[config.mk]
export PLATFORM = sky130hd
export DESIGN_NAME = mem_programmer
export DESIGN_NICKNAME = d
export VERILOG_FILES = /design/src/rtl/mem_programmer_pkg.sv /design/src/rtl/key_debounce.sv /design/src/rtl/mem_programmer.sv
export SDC_FILE = /design/constraint.sdc
export NUM_CORES = 1
export LEC_CHECK = 0
export CORE_MARGIN = 4
export CORE_UTILIZATION = 54
export CTS_CLUSTER_DIAMETER = 50
export CTS_CLUSTER_SIZE = 8
export DETAILED_ROUTE_END_ITERATION = 16
export PLACE_DENSITY_LB_ADDON = 0.05
export SLEW_MARGIN = 20
export SYNTH_ARGS = -nofsm -noshare
export SYNTH_HDL_FRONTEND = slang
export SYNTH_SLANG_ARGS = --single-unit
export TNS_END_PERCENT = 100
[constraint.sdc]
create_clock -name clk -period 3.9 [get_ports clk]
set_input_delay 0.585 -clock clk [delete_from_list [all_inputs] [get_ports clk]]
set_output_delay 0.585 -clock clk [all_outputs]
set_load 0.02 [all_outputs]
[src/rtl/mem_programmer_pkg.sv]
// Shared encodings for the front-panel memory programmer: CPU mode codes
// driven by the CPU control block and the programmer FSM state codes.
package mem_programmer_pkg;

    typedef enum logic [1:0] {
        CPU_IDLE  = 2'b00,
        CPU_RUN   = 2'b01,
        CPU_LOAD  = 2'b10,
        CPU_CHECK = 2'b11
    } cpu_state_e;

    typedef enum logic [2:0] {
        ST_IDLE       = 3'd0,
        ST_WR_STROBE  = 3'd1,
        ST_RD_STROBE  = 3'd2,
        ST_RD_CAPTURE = 3'd3,
        ST_ADVANCE    = 3'd4
    } prog_state_e;

    // The panel owns the memory bus in both LOAD and CHECK, which share the top code bit.
    function automatic logic is_panel_mode(input cpu_state_e mode);
        return mode[1];
    endfunction

endpackage

[src/rtl/key_debounce.sv]
// Debouncer for a raw panel key. The debounced level follows the raw key only
// after DEBOUNCE_CYCLES consecutive samples that disagree with it; rise is a
// one-cycle pulse on each accepted 0->1 transition.
module key_debounce #(
    parameter logic [15:0] DEBOUNCE_CYCLES = 16'd8
) (
    input  logic clk,
    input  logic rst,
    input  logic key_in,
    output logic level,
    output logic rise
);

    logic [15:0] stable_cnt;

    // Count consecutive mismatching samples; any agreeing sample restarts the count.
    always_ff @(posedge clk) begin
        if (rst) begin
            stable_cnt <= '0;
            level      <= 1'b0;
            rise       <= 1'b0;
        end else begin
            rise <= 1'b0;
            if (key_in == level) begin
                stable_cnt <= '0;
            end else if (stable_cnt == DEBOUNCE_CYCLES - 16'd1) begin
                stable_cnt <= '0;
                level      <= key_in;
                rise       <= key_in;
            end else begin
                stable_cnt <= stable_cnt + 16'd1;
            end
        end
    end

endmodule

[src/rtl/mem_programmer.sv]
// Front-panel memory initiator. While the CPU is in LOAD or CHECK, each
// debounced A1 press writes the switches to the current address (LOAD) or
// reads it into check_out (CHECK), then advances the address with wrap.
import mem_programmer_pkg::*;

module mem_programmer #(
    parameter logic [15:0] DEBOUNCE_CYCLES = 16'd8,
    parameter logic [7:0]  STROBE_CYCLES   = 8'd4,
    parameter logic [16:0] ADDR_LIMIT      = 17'd256
) (
    input  logic        clk,
    input  logic        rst,
    input  logic        A1,
    input  logic [1:0]  cpustate,
    input  logic [7:0]  D,
    input  logic [7:0]  rd_data,
    output logic [15:0] addr,
    output logic [7:0]  wr_data,
    output logic        read,
    output logic        write,
    output logic [7:0]  check_out,
    output logic        busy,
    output logic        active
);

    cpu_state_e  mode;
    cpu_state_e  prev_mode;
    prog_state_e state;
    logic [7:0]  strobe_cnt;
    logic        key_level;
    logic        key_rise;
    logic        step;
    logic        addr_at_limit;

    assign mode          = cpu_state_e'(cpustate);
    assign step          = key_rise & key_level;
    assign busy          = (state != ST_IDLE);
    assign addr_at_limit = ({1'b0, addr} == ADDR_LIMIT - 17'd1);

    key_debounce #(
        .DEBOUNCE_CYCLES(DEBOUNCE_CYCLES)
    ) u_key_a1 (
        .clk    (clk),
        .rst    (rst),
        .key_in (A1),
        .level  (key_level),
        .rise   (key_rise)
    );

    // Access sequencer: strobes, capture and address advance; a mode change aborts everything.
    // NOTE: all state and outputs here are flops, so every assignment is non-blocking.
    always_ff @(posedge clk) begin
        if (rst) begin
            state      <= ST_IDLE;
            prev_mode  <= CPU_IDLE;
            strobe_cnt <= '0;
            addr       <= '0;
            wr_data    <= '0;
            read       <= 1'b0;
            write      <= 1'b0;
            check_out  <= '0;
            active     <= 1'b0;
        end else begin
            prev_mode <= mode;
            active    <= is_panel_mode(mode);
            if (mode != prev_mode) begin
                state      <= ST_IDLE;
                strobe_cnt <= '0;
                addr       <= '0;
                read       <= 1'b0;
                write      <= 1'b0;
            end else begin
                case (state)
                    ST_IDLE: begin
                        strobe_cnt <= '0;
                        if (step && mode == CPU_LOAD) begin
                            wr_data <= D;
                            write   <= 1'b1;
                            state   <= ST_WR_STROBE;
                        end else if (step && mode == CPU_CHECK) begin
                            read  <= 1'b1;
                            state <= ST_RD_STROBE;
                        end
                    end
                    ST_WR_STROBE: begin
                        if (strobe_cnt == STROBE_CYCLES - 8'd1) begin
                            write <= 1'b0;
                            state <= ST_ADVANCE;
                        end else begin
                            strobe_cnt <= strobe_cnt + 8'd1;
                        end
                    end
                    ST_RD_STROBE: begin
                        if (strobe_cnt == STROBE_CYCLES - 8'd1) begin
                            state <= ST_RD_CAPTURE;
                        end else begin
                            strobe_cnt <= strobe_cnt + 8'd1;
                        end
                    end
                    ST_RD_CAPTURE: begin
                        check_out <= rd_data;
                        read      <= 1'b0;
                        state     <= ST_ADVANCE;
                    end
                    ST_ADVANCE: begin
                        addr  <= addr_at_limit ? 16'd0 : addr + 16'd1;
                        state <= ST_IDLE;
                    end
                    default: begin
                        state <= ST_IDLE;
                    end
                endcase
            end
        end
    end

endmodule

==> summary by stage <==
Placed design
The number of placed instances with taps included is 419. The placement-stage worst setup slack is about 1.3 ns. The placer's final routability congestion estimate is 0.817. In this run the tool buffered the top-level ports with 56 buffer cells. The HPWL reported at the end of detailed placement is 3.86 mm. The cell area reported after detailed placement is between 3000 and 4000 sq um.

Global route
The number of global-route vias before repair was 2144. The initial antenna violation count was 0. The aggregate global-route resource usage is between 10% and 20%.

The first global-routing pass estimated 9.59 mm of wire. The remaining global-route overflow is 0. Entering global routing, the biggest net connects 24 pins.

CTS
After clock tree synthesis, the clock-pin slew on the worst setup and hold paths is about 0.07 ns. The H-tree was split into 3 levels. The count of clock tree sinks is 65. The clock insertion delay at the later pin of the skew report is 0.35 ns. The CTS tree is built. In this run the clock root is driven by a sky130_fd_sc_hd__clkbuf_8. No sink is reached through more buffers than the 2 on the longest clock path. In this run, post-CTS repair resized a total of 0 instances. The count of buffers added by post-CTS timing repair for setup is 0. The post-cts hold buffer count is 0.

Clock tree synthesis inserted a total of 9 buffers.

Critical path
The worst setup path is launched from a flop. STA puts the critical path data required time at approximately 3.3 ns. The worst register-to-register path begins at strobe_cnt[0]. The largest single stage delay on the critical path is roughly 0.55 ns. By startpoint and endpoint, the worst setup path is classified as flop to output port. The cell family with the largest share of critical-path delay is buffers and inverters.

The count of buffering cells on the critical path with inverters included is 2. Traced cell by cell, the critical path runs through nor3_4, inv_1, clkdlybuf4s50_1. Data on the critical path arrives at its endpoint at 1.78 ns.

STA classifies the critical path endpoint as an output port. The library cell contributing the largest single delay on the critical path is sky130_fd_sc_hd__clkdlybuf4s50_1. The critical path starts at state[2]. The biggest fanout along the worst timing path is 10.

Outcome
The flow ran to the end, and the final reports show no timing, DRC or antenna violations.

Timing
The number of pins exceeding their max-slew limit in the final report came to 0. The total negative setup slack is 0 ns. The largest clock skew in the final design is approximately 0.0085 ns.

The top achievable clock speed is 423 MHz. Headroom to the max-slew limit came out at roughly 58%. Setup violations remaining at the end of the flow were counted as 0. The minimum clock period is about 2.4 ns. After layout, the worst setup slack is 1.54 ns.

At the pin with the least slew margin, the transition time is around 0.64 ns. Setup repair after global routing left no endpoint under its margin. The total count of hold-check failures in the final report is 0.

The final cycle utilization of the critical path is 60.6%.

Die
The initial core utilization is 56.9%. The count of boundary I/O pins is 57. The floorplan core area is 4850 sq um. The number of core rows is 25. The die boundary width is 79.4 microns. The die area is roughly 6300 sq um. The height of the die is 79.4 microns.

Pwr
Summed over all nets, the switching power comes to 0.275 mW. The cell internal power dissipation is 1.13 mW. The fraction of power spent switching nets is 19.6%. The proportion of power drawn by combinational gates is 3.1%. Dividing total power by cell area gives a power density of 389 nW/um^2. The analysis attributes to cell leakage a power of ~1.3 nW.

After layout, the design draws a total of 1.40 mW. IR analysis of the VDD net gives a maximum drop of 0.000332 V. The share of power burned in registers is a little under half. Per report_power, the clock group accounts for 49.4% of the total.

Layout
The final instance area is 3600 sq um. The ratio of cells with drive above 1 in the final layout is 6.79%. The net total in the final layout is 387. 0 antenna diodes ended up in the layout. From synthesis to final layout, the design area changed by 30.7%. The non-filler instance count after layout is approximately 440.

Detailed routing
For this run, the detailed router's first-pass iteration total came to 4. The remaining antenna violation count after routing is 0. After the first detailed-routing iteration, the DRC count stood at 121. Using the TritonRoute via totals, the vias-per-cell ratio works out to 5.20.

The average wire length per cell after detail routing is about 13 microns. The total detailed-routing wirelength is 5.63 mm. The final route contains ~2300 vias. After detailed routing, the number of remaining DRC violations is 0.

Yosys
Counting every net in the synthesized netlist gives 327. Yosys mapped a number of flops with a built-in enable equal to 0. The number of synthesized register bits is 65.

Of all flip-flops after synthesis, the portion carrying an async set or reset was 0%. After synthesis the cells add up to 2760 sq um. Summed over its instances, the top area cell type makes up between 40% and 50% of the synthesized netlist area. During synthesis, Yosys emitted a total of 0 warnings. The average size of a mapped cell is between 9 and 10 sq um. The share of the Yosys chip area taken by registers is 47.2%. Synthesis produced a netlist whose cell count is 303. Sorting the synthesized cells by how often they occur yields 65 x sky130_fd_sc_hd__dfxtp_1, 65 x sky130_fd_sc_hd__nor2_1, 20 x sky130_fd_sc_hd__xnor2_1. The number of different library cells in the post-synthesis netlist is 37. Among all flip-flop cells after synthesis, the most frequent one is sky130_fd_sc_hd__dfxtp_1. sky130_fd_sc_hd__dfxtp_1 takes more of the synthesized area than any other cell. In the post-synthesis netlist, the biggest area contributors are sky130_fd_sc_hd__dfxtp_1 47%, sky130_fd_sc_hd__nor2_1 8.9%, sky130_fd_sc_hd__mux2i_1 6.5%.

Flow run
The max capacitance violation total is 0.

Worst hold path
The worst hold-check path type is flop to flop. The launch point of the worst hold path is u_key_a1.stable_cnt[0].
-- path summary, 6_finish.rpt --
kind | cells past startpoint | end | slack [ns]
max reg2reg | 6 | strobe_cnt[6] | 1.76
min reg2reg | 1 | u_key_a1.stable_cnt[0] | 0.45
max | 3 | busy | 1.54
min | 1 | u_key_a1.stable_cnt[0] | 0.45
-- routing by layer --
layer,vias to the layer above,GRT usage (%),part of all wire (%)
li1,1167,-,-
met1,1034,24.2,46
met2,51,29.5,46
met3,11,8.13,6.2
met4,0,9.79,2.0
met5,-,0,0
-- worst reg2reg max path: stages, from the launching register on --
cell and delay, ns:
sky130_fd_sc_hd__dfxtp_1 0.38, sky130_fd_sc_hd__ha_1 0.25, sky130_fd_sc_hd__nor4b_1 0.27, sky130_fd_sc_hd__nand2_1 0.19, sky130_fd_sc_hd__a21oi_1 0.57, sky130_fd_sc_hd__o21ai_0 0.23
sky130_fd_sc_hd__a21oi_1 0.18
-- cells in the final DEF, fill, tap and decap left out --
| master | count |
|---|---|
| sky130_fd_sc_hd__and4_1 | 1 |
| sky130_fd_sc_hd__xor2_1 | 15 |
| sky130_fd_sc_hd__nor3_1 | 14 |
| sky130_fd_sc_hd__and2_1 | 1 |
| sky130_fd_sc_hd__or4_1 | 1 |
| sky130_fd_sc_hd__o21ai_2 | 1 |
| sky130_fd_sc_hd__or4b_1 | 1 |
| sky130_fd_sc_hd__and4bb_2 | 1 |
| sky130_fd_sc_hd__nand2_1 | 18 |
| sky130_fd_sc_hd__ha_1 | 3 |
| sky130_fd_sc_hd__nand2_2 | 1 |
| sky130_fd_sc_hd__nand3b_1 | 1 |
| sky130_fd_sc_hd__nor2_1 | 65 |
| sky130_fd_sc_hd__clkdlybuf4s50_1 | 56 |
| sky130_fd_sc_hd__o21a_1 | 1 |
| sky130_fd_sc_hd__nor3_4 | 2 |
| sky130_fd_sc_hd__nor2b_1 | 3 |
| sky130_fd_sc_hd__nand3_1 | 16 |
| sky130_fd_sc_hd__xnor2_1 | 20 |
| sky130_fd_sc_hd__nor4b_1 | 3 |
| sky130_fd_sc_hd__and3_1 | 8 |
| sky130_fd_sc_hd__nor4_1 | 6 |
| sky130_fd_sc_hd__inv_1 | 3 |
| sky130_fd_sc_hd__clkinv_2 | 3 |
| sky130_fd_sc_hd__o221a_2 | 2 |
| sky130_fd_sc_hd__dfxtp_1 | 65 |
| sky130_fd_sc_hd__clkbuf_8 | 10 |
| sky130_fd_sc_hd__a21oi_1 | 7 |
| sky130_fd_sc_hd__buf_4 | 1 |
| sky130_fd_sc_hd__or3_1 | 2 |
| sky130_fd_sc_hd__o21ai_0 | 2 |
| sky130_fd_sc_hd__nand2b_1 | 2 |
| sky130_fd_sc_hd__a31oi_1 | 1 |
| sky130_fd_sc_hd__nand4_1 | 8 |
| sky130_fd_sc_hd__mux2i_1 | 18 |
| sky130_fd_sc_hd__bufinv_16 | 3 |
| sky130_fd_sc_hd__nor2_2 | 1 |
| sky130_fd_sc_hd__o211ai_1 | 2 |
-- flip-flops by register name, summed over array words and instances (netlist names) --
signal / flops
active: 1
read: 1
strobe_cnt: 8
write: 1
wr_data: 8
u_key_a1.stable_cnt: 16
check_out: 8
u_key_a1.level: 1
u_key_a1.rise: 1
addr: 16
state: 3
prev_mode: 1
-- final cells by class --
class                           count  area, sq um
Timing Repair Buffer               57          568
Clock inverter                      6          105
Clock buffer                       10          138
Fill cell                         362         1240
Sequential cell                    65         1300
Multi-Input combinational cell    227         1400
Inverter                            3         11.3
Tap cell                           67         83.8
-- per-stage QoR --
step	utilization [%]	hold WS [ns]
global route	74.3	0.482
finish	74.3	0.453
CTS	74.2	0.456
floorplan	-	0.418
global placement	69.2	0.433
detailed placement	69.2	0.445
-- power by group through the flow --
stage	logic, mW	registers [mW]	clock network, mW
after floorplan	0.0160	0.683	0
after global placement	0.0429	0.682	0
after detailed placement	0.0431	0.682	0
after CTS	0.0436	0.667	0.709
after global routing	0.0472	0.667	0.744
final	0.0433	0.667	0.693
-- logic make-up after synthesis --
logic type                 share of synthesized area [%]
AOI/OAI and AO/OA                                   3.68
xor gates and xnor gates                            11.1
adders and majority gates                           1.36
buffers and inverters                               2.27
DFF                                                 47.2
muxes                                               6.54
and+or+nand+nor                                     27.8
Power figures use the tool's default switching activity.
